## src/rtl/instr_fetch.sv

```systemverilog
// Instruction fetch stage: PC, synchronous imem request, output stage with redirect/squash/stall.
// Optional performance counters are built only when INSTR_FETCH_PERF_EN is defined.
module instr_fetch #(
  parameter logic [31:0] RESET_PC = 32'h0000_0000
) (
  input  logic        clk,
  input  logic        reset,
  input  logic        stall,
  input  logic        jump,
  input  logic        branch,
  input  logic        alu_zero,
  output logic [31:0] imem_addr,
  input  logic [31:0] imem_rdata,
  output logic [31:0] instr,
  output logic [5:0]  opcode,
  output logic        instr_valid,
  output logic [31:0] pc,
  output logic [31:0] pc_plus4,
  output logic [31:0] cycle_count,
  output logic [31:0] instr_count,
  output logic [31:0] bubble_count
);

  logic [31:0] pc_q;
  logic [31:0] req_pc;
  logic        req_valid;
  logic [31:0] d_instr;
  logic [31:0] d_pc;
  logic        d_valid;
  logic        taken;
  logic [31:0] target;

  // Jump wins over branch; branch offset is the sign-extended word offset.
  function automatic logic [31:0] redirect_target(
    input logic        is_jump,
    input logic [31:0] link,
    input logic [31:0] word
  );
    logic signed [31:0] offset;
    offset = {{14{word[15]}}, word[15:0], 2'b00};
    if (is_jump)
      return {link[31:28], word[25:0], 2'b00};
    else
      return link + offset;
  endfunction

  assign imem_addr   = stall ? req_pc : pc_q;
  assign instr       = d_instr;
  assign opcode      = d_instr[31:26];
  assign pc          = d_pc;
  assign pc_plus4    = d_pc + 32'd4;
  assign instr_valid = d_valid;

  assign taken  = d_valid & ~stall & (jump | (branch & alu_zero));
  assign target = redirect_target(jump, pc_plus4, d_instr);

  // Request stage (pc_q -> req_pc) and output stage (imem_rdata -> d_instr)
  always_ff @(posedge clk) begin
    if (!reset) begin
      pc_q      <= RESET_PC;
      req_pc    <= RESET_PC;
      req_valid <= 1'b0;
      d_instr   <= 32'd0;
      d_pc      <= RESET_PC;
      d_valid   <= 1'b0;
    end else if (!stall) begin
      d_instr <= imem_rdata;
      d_pc    <= req_pc;
      req_pc  <= pc_q;
      if (taken) begin
        pc_q      <= target;
        req_valid <= 1'b0;
        d_valid   <= 1'b0;
      end else begin
        pc_q      <= pc_q + 32'd4;
        req_valid <= 1'b1;
        d_valid   <= req_valid;
      end
    end
  end

`ifdef INSTR_FETCH_PERF_EN
  logic [31:0] cycle_q;
  logic [31:0] instr_q;
  logic [31:0] bubble_q;

  always_ff @(posedge clk) begin
    if (!reset) begin
      cycle_q  <= 32'd0;
      instr_q  <= 32'd0;
      bubble_q <= 32'd0;
    end else begin
      cycle_q <= cycle_q + 32'd1;
      if (!stall) begin
        if (d_valid)
          instr_q <= instr_q + 32'd1;
        else
          bubble_q <= bubble_q + 32'd1;
      end
    end
  end

  assign cycle_count  = cycle_q;
  assign instr_count  = instr_q;
  assign bubble_count = bubble_q;
`else
  assign cycle_count  = 32'd0;
  assign instr_count  = 32'd0;
  assign bubble_count = 32'd0;
`endif

endmodule

```

## config.mk

```make
export PLATFORM = sky130hd
export DESIGN_NAME = instr_fetch
export DESIGN_NICKNAME = d
export VERILOG_FILES = /design/src/rtl/instr_fetch.sv
export SDC_FILE = /design/constraint.sdc
export NUM_CORES = 1
export LEC_CHECK = 0
export ABC_AREA = 1
export ABC_CLOCK_PERIOD_IN_PS = 8200
export CAP_MARGIN = 10
export CORE_MARGIN = 2
export CORE_UTILIZATION = 47
export DETAILED_ROUTE_END_ITERATION = 12
export GPL_ROUTABILITY_DRIVEN = 0
export PLACE_DENSITY = 0.9
export SETUP_SLACK_MARGIN = 0.3
export SLEW_MARGIN = 20
export SYNTH_ARGS = -nofsm -noshare
export SYNTH_HDL_FRONTEND = slang
export SYNTH_SLANG_ARGS = --single-unit
```

## constraint.sdc

```tcl
create_clock -name clk -period 8.2 [get_ports clk]
set_clock_uncertainty 0.1 [all_clocks]
set_input_delay 1.64 -clock clk [delete_from_list [all_inputs] [get_ports clk]]
set_output_delay 1.64 -clock clk [all_outputs]
set_load 0.02 [all_outputs]
```

After elaboration in Yosys (flattened, before gate mapping)
Index checks and enable logic that the tools add are counted.

word-level totals
  input bits = 38
  bits in registers = 130
  logic and storage cells = 19

operators by class
  add/subtract/negate cells = 3
  bitwise gates (word level) = 5
  mux-type cells = 5

operators with widths
  operator                                                          count
  32-bit 2-to-1 mux                                                 3
  32-bit by 3-bit adder with 32-bit output (second input constant)  2
  32-bit adder                                                      1
  1-bit bitwise AND                                                 3
  1-bit 2-to-1 mux                                                  2
  1-bit NOT                                                         1
  1-bit OR                                                          1

Depth between registers and ports, before layout
Gate-level depths: netlist (run 1).

  depth after elaboration = 4
  mapped depth = 22

Least setup slack after synthesis (run 1)
OpenSTA, ideal clock, no wires.

  path type = in2out
  from = in stall
  to = out imem_addr[10]
  required time = 6.460 ns
  stages = 5
  arrival time = 2.609 ns
  setup slack = 3.851 ns
  path through = buf_2 clkbuf_1 clkbuf_1 nand2_1 nand2_1

on the way
  cells in the longest elaborated chain, start to end = 1

RTL lines
  item               RTL line  RTL
  from (decl)        8         input logic stall,
  32-bit 2-to-1 mux  n/a
  to (decl)          12        output logic [31:0] imem_addr,

No other way between the ends.

Worst setup path after layout (run 1)
  from = in stall
  to = out imem_addr[29]

The elaborated chain is that of the path after synthesis.

==> results of run 1 <==
==> metal layers <==
| metal | part of all wire [%] | GRT usage [%] | vias to the layer above | wire length (µm) |
|---|---|---|---|---|
| met3 | 9.5 | 5.20 | 129 | 2940 |
| met2 | 47 | 46.6 | 611 | 14400 |
| met5 | 0 | 0 | - | 0 |
| met4 | 5.1 | 15.3 | 0 | 1570 |
| met1 | 39 | 34.1 | 4614 | 12000 |
| li1 | - | - | 4853 | - |
==> state kept, by name (all words and copies together) (netlist names) <==
signal,flops
req_valid,1
req_pc,32
pc_q,32
instr,32
pc,32
instr_valid,1
==> power by group <==
part	internal, mW	leakage (nW)	switching [mW]
clock	0.478	0.291	0.276
combinational	0.153	3.89	0.273
sequential	0.669	1.07	0.0549
total	1.30	5.25	0.604
==> layout make-up <==
cell class	instances	area share, %
clock buffer	18	3.83
tap	265	2.89
multi-input combinational	1149	49.2
timing repair buffer	177	15.3
clock inverter	12	1.23
inverter	147	4.81
sequential	130	22.7
==> cells by family (layout without fill, tap and decap cells) <==
| family | count (synthesis) | in the layout | synth area share (%) |
|---|---|---|---|
| AOI/OAI and AO/OA | 304 | 304 | 16.5 |
| xor gates and xnor gates | 57 | 57 | 5.29 |
| adders and majority gates | 36 | 36 | 4.85 |
| buffers and inverters | 305 | 354 | 16.4 |
| DFF | 130 | 130 | 27.6 |
| other | 1 | 96 | 0.0397 |
| and+or+nand+nor | 656 | 656 | 29.3 |
==> worst max-delay path: stages <==
cell,delay [ns]
buf_4,0.61
inv_2,0.50
nand2_1,0.23
nand2_1,0.10
clkdlybuf4s50_1,0.55
==> metrics by stage <==
step	utilization, %	cells	setup slack [ns]	cell area [µm²]	hold WS (ns)
after floorplan	-	1584	3.85	9790	0.344
after global placement	55.5	1868	2.93	10900	0.353
after detailed placement	55.5	1868	2.83	10900	0.370
after CTS	58.5	1898	2.82	11500	0.381
after global routing	58.5	1898	2.64	11500	0.398
final	58.5	1898	2.76	11500	0.378
==> final timing paths <==
check | slack (ns) | end | cells after the start | from
worst max-delay path | 2.76 | imem_addr[29] | 5 | stall
worst min-delay path | 0.38 | pc_q[1] | 2 | pc_q[1]
worst max register to register | 4.49 | pc_q[13] | 13 | pc[3]
worst min register to register | 0.38 | pc_q[1] | 2 | pc_q[1]
==> cell usage in the layout (no fill, tap or decap), types with 15 or more instances in the layout <==
master,count
dfxtp_1,130
xor2_1,40
a21oi_1,163
nand4_1,15
clkdlybuf4s50_1,170
xnor2_1,17
nand2_1,369
ha_1,35
nor3_1,18
conb_1,96
nand3_1,54
o21ai_0,115
clkbuf_16,17
inv_1,135
nor2_1,163
==> synth_stat cells, types with 6 or more instances <==
master and number:
a21oi_1 163, buf_2 6, buf_4 105, clkbuf_1 42
dfxtp_1 130, ha_1 35, inv_1 137, inv_2 9
nand2_1 369, nand3_1 54, nand4_1 15, nor2_1 163
nor2_2 6, nor3_1 18, nor3_2 6, o21ai_0 115
o21ai_1 10, xnor2_1 17, xor2_1 40
==> metrics.md, run 1 <==
| Metric | Value |
|---|---|
| Diodes inserted | 0 |
| Footprint of the multi-input gates | 5640 µm² |
| Synth unique cells | 42 |
| Crit path kind | primary input to output port |
| RSZ-0062 raised after global routing | false |
| Initial antenna violation count | 0 |
| Worst-path clk slew | 0.05 ns |
| Cts repair resizes | 0 |
| Hold_buf cts | 0 |
| Peak VDD IR | 0.000174 V |
| Worst-Skew Late Latency | 0.42 ns |
| Die X | 146 µm |
| Post-Synthesis Cells | 1489 |
| NumNets Final | 1696 |
| PwrDens | 166 nW/µm² |
| DR WL/cell | 16.3 µm |
| FP Rows | 51 |
| Pwr Total | 1.90 mW |
| Clock root buffer | clkbuf_16 |
| EDFF count, synth | 0 |
| Clock H-tree levels | 4 |
| Max Cap Viol | 0 |
| Max Root-Sink Buffers | 2 |
| Routed vias | 10200 |
| DRT iter0 DRCs | 1330 |
| Ys async rst share | 0% |
| Top post-synthesis cells by area | dfxtp_1 28%, nand2_1 15%, a21oi_1 8.6% |
| CP Capture Type | output port |
| Most frequently used flop master after synthesis | dfxtp_1 |
| Starting Density | 48.2% |
| Total CTS buffers | 17 |
| Antenna Nets Post-Route | 0 |
| Dominant cell type by area after synthesis | dfxtp_1 |
| DRC viols | 0 |
| Worst setup SP type | primary input |
| Setup Total Neg Slack | 0 ns |
| Total wire length | 30900 µm |
| Setup Viol. Count Final | 0 |
| Critical path required time | 6.46 ns |
| Synth top area share | 27.6% |
| Slew headroom | 43.7% |
| Post-DP HPWL | 23800 µm |
| Global route overflow | 0 |
| CTS Sinks | 130 |
| Syn avg cell area | 6.34 µm² |
| Final worst-path cycle share | 66.3% |
| P&R area growth vs syn | 21.5% |
| Slew @ Worst Pin | 0.843 ns |
| Min-Delay Path Class | register to register |
| Boundary pin count | 269 |
| Register Area | 2600 µm² |
| Pre-antenna DRT Iters | 6 |
| Vias in the first global route | 9251 |
| Crit Path Max Fanout | 90 |
| Number of max-slew violations in the final report | 0 |
| Layout cells sized above 1 | 4.78% |
| Final hold violations | 0 |
| Crit path time final | 5.44 ns |
| First-pass GRT wire length | 47900 µm |
| Largest net degree at the start of global routing | 94 |
| IO Port Bufs | 172 |
| Synth warn | 0 |
| Synthesized area | 9440 µm² |
| TritonCTS clock tree | done |
| Outcome | finished clean |
| Critical Path AT | 3.70 ns |
| Fill count | 1787 |
| Fmax | 184 MHz |
| Vias per Instance | 5.38 |
| Die area | 21200 µm² |
| # Post-CTS Setup Buffers | 0 |
| Static Leak | 5.25 nW |
| Die height | 146 µm |
| Core Footprint | 19600 µm² |
| GRT Util Overall | 28.0% |
| Synth Register Bits | 130 |
| Post-synthesis sequential area ratio | 27.6% |
Power figures use the tool's default switching activity.
==> run 2: changes to the inputs <==
- ABC_CLOCK_PERIOD_IN_PS: 8200 -> 5700
- clock period: 8.2 -> 5.7 ns (I/O delays scaled with it)
==> run 2 against run 1 <==
Compared with the run above: clock-buffer cell count stayed put; sequential share of layout area decreased by 0.17 points; clock power is 63% higher; total power increased by 52%; critical path depth stayed put; global-route usage increased by 0.61 points; utilization increased by 0.45 points; combinational power rose by 45%; sequential power is 44% higher; largest power group unchanged.
==> metrics.md, run 2 (synthesis gave the netlist of run 1 again) <==
| Metric | Value |
|---|---|
| Die height | 146 µm (unchanged) |
| Post-DP HPWL | 24000 µm (+1.1%) |
| Slew @ Worst Pin | 0.878 ns (+0.0350 ns) |
| Crit path kind | primary input to output port |
| Diodes inserted | 0 (unchanged) |
| Met2 wire len | 14700 µm (+1.8%) |
| Critical path required time | 4.46 ns (-2.00 ns) |
| Core Footprint | 19600 µm² (unchanged) |
| Initial antenna violation count | 0 (unchanged) |
| Util after Layout | 59.0% (+0.45 points) |
| CTS Sinks | 130 (unchanged) |
| Worst hold start | req_valid |
| Most frequent cells in the layout | 369 x nand2_1, 170 x clkdlybuf4s50_1, 163 x nor2_1, 163 x a21oi_1, 135 x inv_1 |
| Boundary pin count | 269 (unchanged) |
| Cell Int Power | 2.00 mW (+54%) |
| Hold_buf cts | 0 (unchanged) |
| Total wire length | 31500 µm (+2.1%) |
| Cts repair resizes | 0 (unchanged) |
| # Post-CTS Setup Buffers | 0 (unchanged) |
| Most common cell after layout, fill and taps aside | nand2_1 |
| Clock H-tree levels | 4 (unchanged) |
| DRC viols | 0 (unchanged) |
| WHS Endpoint | req_valid |
| Final instance area | 11600 µm² (+0.78%) |
| Pwr Total | 2.89 mW (+52%) |
| Worst setup SP type | primary input |
| Peak VDD IR | 0.000303 V (+74%) |
| GRT Util Overall | 28.6% (+0.61 points) |
| Starting Density | 48.2% (unchanged) |
| Clock root buffer | clkbuf_16 |
| Final worst-path cycle share | 75.4% |
| Die area | 21200 µm² (unchanged) |
| FP Rows | 51 (unchanged) |
| Fmax | 233 MHz |
| Crit path time final | 4.30 ns |
| PwrDens | 250 nW/µm² (+51%) |
| Layout cells sized above 1 | 4.83% (+0.055 points) |
| NumNets Final | 1697 (+0.059%) |
| Die X | 146 µm (unchanged) |
| Vias per Instance | 5.47 (+1.8%) |
| Slew headroom | 41.5% (-2.3 points) |
| Clock share of power | 42.7% (+3.1 points) |
| TritonCTS clock tree | done |
| Worst-Skew Late Latency | 0.42 ns (about the same) |
| P&R area growth vs syn | 22.4% |
| Largest net degree at the start of global routing | 94 (unchanged) |
| Final hold violations | 0 (unchanged) |
| Antenna Nets Post-Route | 0 (unchanged) |
| Net Sw Power | 0.891 mW (+48%) |
| Setup Total Neg Slack | 0 ns (unchanged) |
| Worst r2r src | pc[5] |
| CP Capture Type | output port |
| Global route overflow | 0 (unchanged) |
| Hold path depth | 2 (unchanged) |
| Setup Viol. Count Final | 0 (unchanged) |
| Max Used Layer | met4 |
| Max Cap Viol | 0 (unchanged) |
| Critical Path AT | 3.06 ns (-0.64 ns) |
| Worst R2R Path Depth | 13 (unchanged) |
| Comb pwr share | 21.3% (-1.1 points) |
| Vias in the first global route | 9447 (+2.1%) |
| Placed inst area | 10900 µm² (about the same) |
| Routed vias | 10400 (+1.9%) |
| Crit Path Max Fanout | 54 (-40%) |
| Number of max-slew violations in the final report | 0 (unchanged) |
| Pre-antenna DRT Iters | 6 (unchanged) |
| Metal1 wirelength | 11900 µm (-0.46%) |
| DR WL/cell | 16.6 µm (+2.0%) |
| Crit Reg-Reg Endpoint | pc_q[13] |
| Max Root-Sink Buffers | 2 (unchanged) |
| Min-Delay Path Class | register to register |
| Total CTS buffers | 17 (unchanged) |
| FF-to-FF setup slack | 1.96 ns (-2.53 ns) |
| First-pass GRT wire length | 48900 µm (+2.2%) |
| Worst-path clk slew | 0.05 ns (about the same) |
| Met3 Wirelength | 3210 µm (+9.0%) |
| Fin Hold WS | 0.376 ns (-0.00244 ns) |
| RSZ-0062 raised after global routing | false |
| Sequential share of power | 36.0% (-2.0 points) |
| DRT iter0 DRCs | 1344 (+1.1%) |
| Static Leak | 5.27 nW (+0.44%) |
| IO Port Bufs | 172 (unchanged) |
| Net Sw Frac | 30.8% (-0.92 points) |
| Outcome | finished clean |
[run 2: worst max-delay path by stage]
stage / from / end / slack, ns / cells after the start
floorplan: stall / imem_addr[10] / 2.35 / 5
global placement: stall / imem_addr[2] / 1.48 / 5
detailed placement: stall / imem_addr[25] / 1.44 / 5
CTS: stall / imem_addr[16] / 1.44 / 5
global route: stall / imem_addr[29] / 1.28 / 5
finish: stall / imem_addr[16] / 1.40 / 5
[run 2: power groups by stage]
stage | sequential [mW] | clock [mW] | combinational, mW
final | 1.04 | 1.23 | 0.617
after global routing | 1.04 | 1.28 | 0.665
after global placement | 1.05 | 0 | 0.588
after CTS | 1.04 | 1.24 | 0.606
after floorplan | 1.06 | 0 | 0.408
after detailed placement | 1.05 | 0 | 0.601
[run 2: area by class of cell]
type | instances | area [µm²]
clock buffer | 18 | 429
clock inverter | 13 | 233
fill | 1724 | 8040
inverter | 147 | 552
multi-input combinational | 1149 | 5640
sequential | 130 | 2600
tap | 265 | 332
timing repair buffer | 178 | 1760
[run 2: per-layer routing]
| layer | track usage [%] | vias up |
|---|---|---|
| met5 | 0 | - |
| met4 | 15.7 | 0 |
| met3 | 5.52 | 146 |
| met2 | 47.7 | 698 |
| met1 | 34.6 | 4696 |
| li1 | - | 4858 |
[run 2: critical path, stage by stage]
cell and delay [ns]:
buf_4 0.26, inv_2 0.68, nand2_1 0.18, nand2_1 0.12, clkdlybuf4s50_1 0.63
[run 2: per-stage QoR]
step	setup slack [ns]	std cells
6_report	1.40	1900
5_1_grt	1.28	1900
4_1_cts	1.44	1900
3_5_place_dp	1.44	1869
3_3_place_gp	1.48	1869
2_1_floorplan	2.35	1584
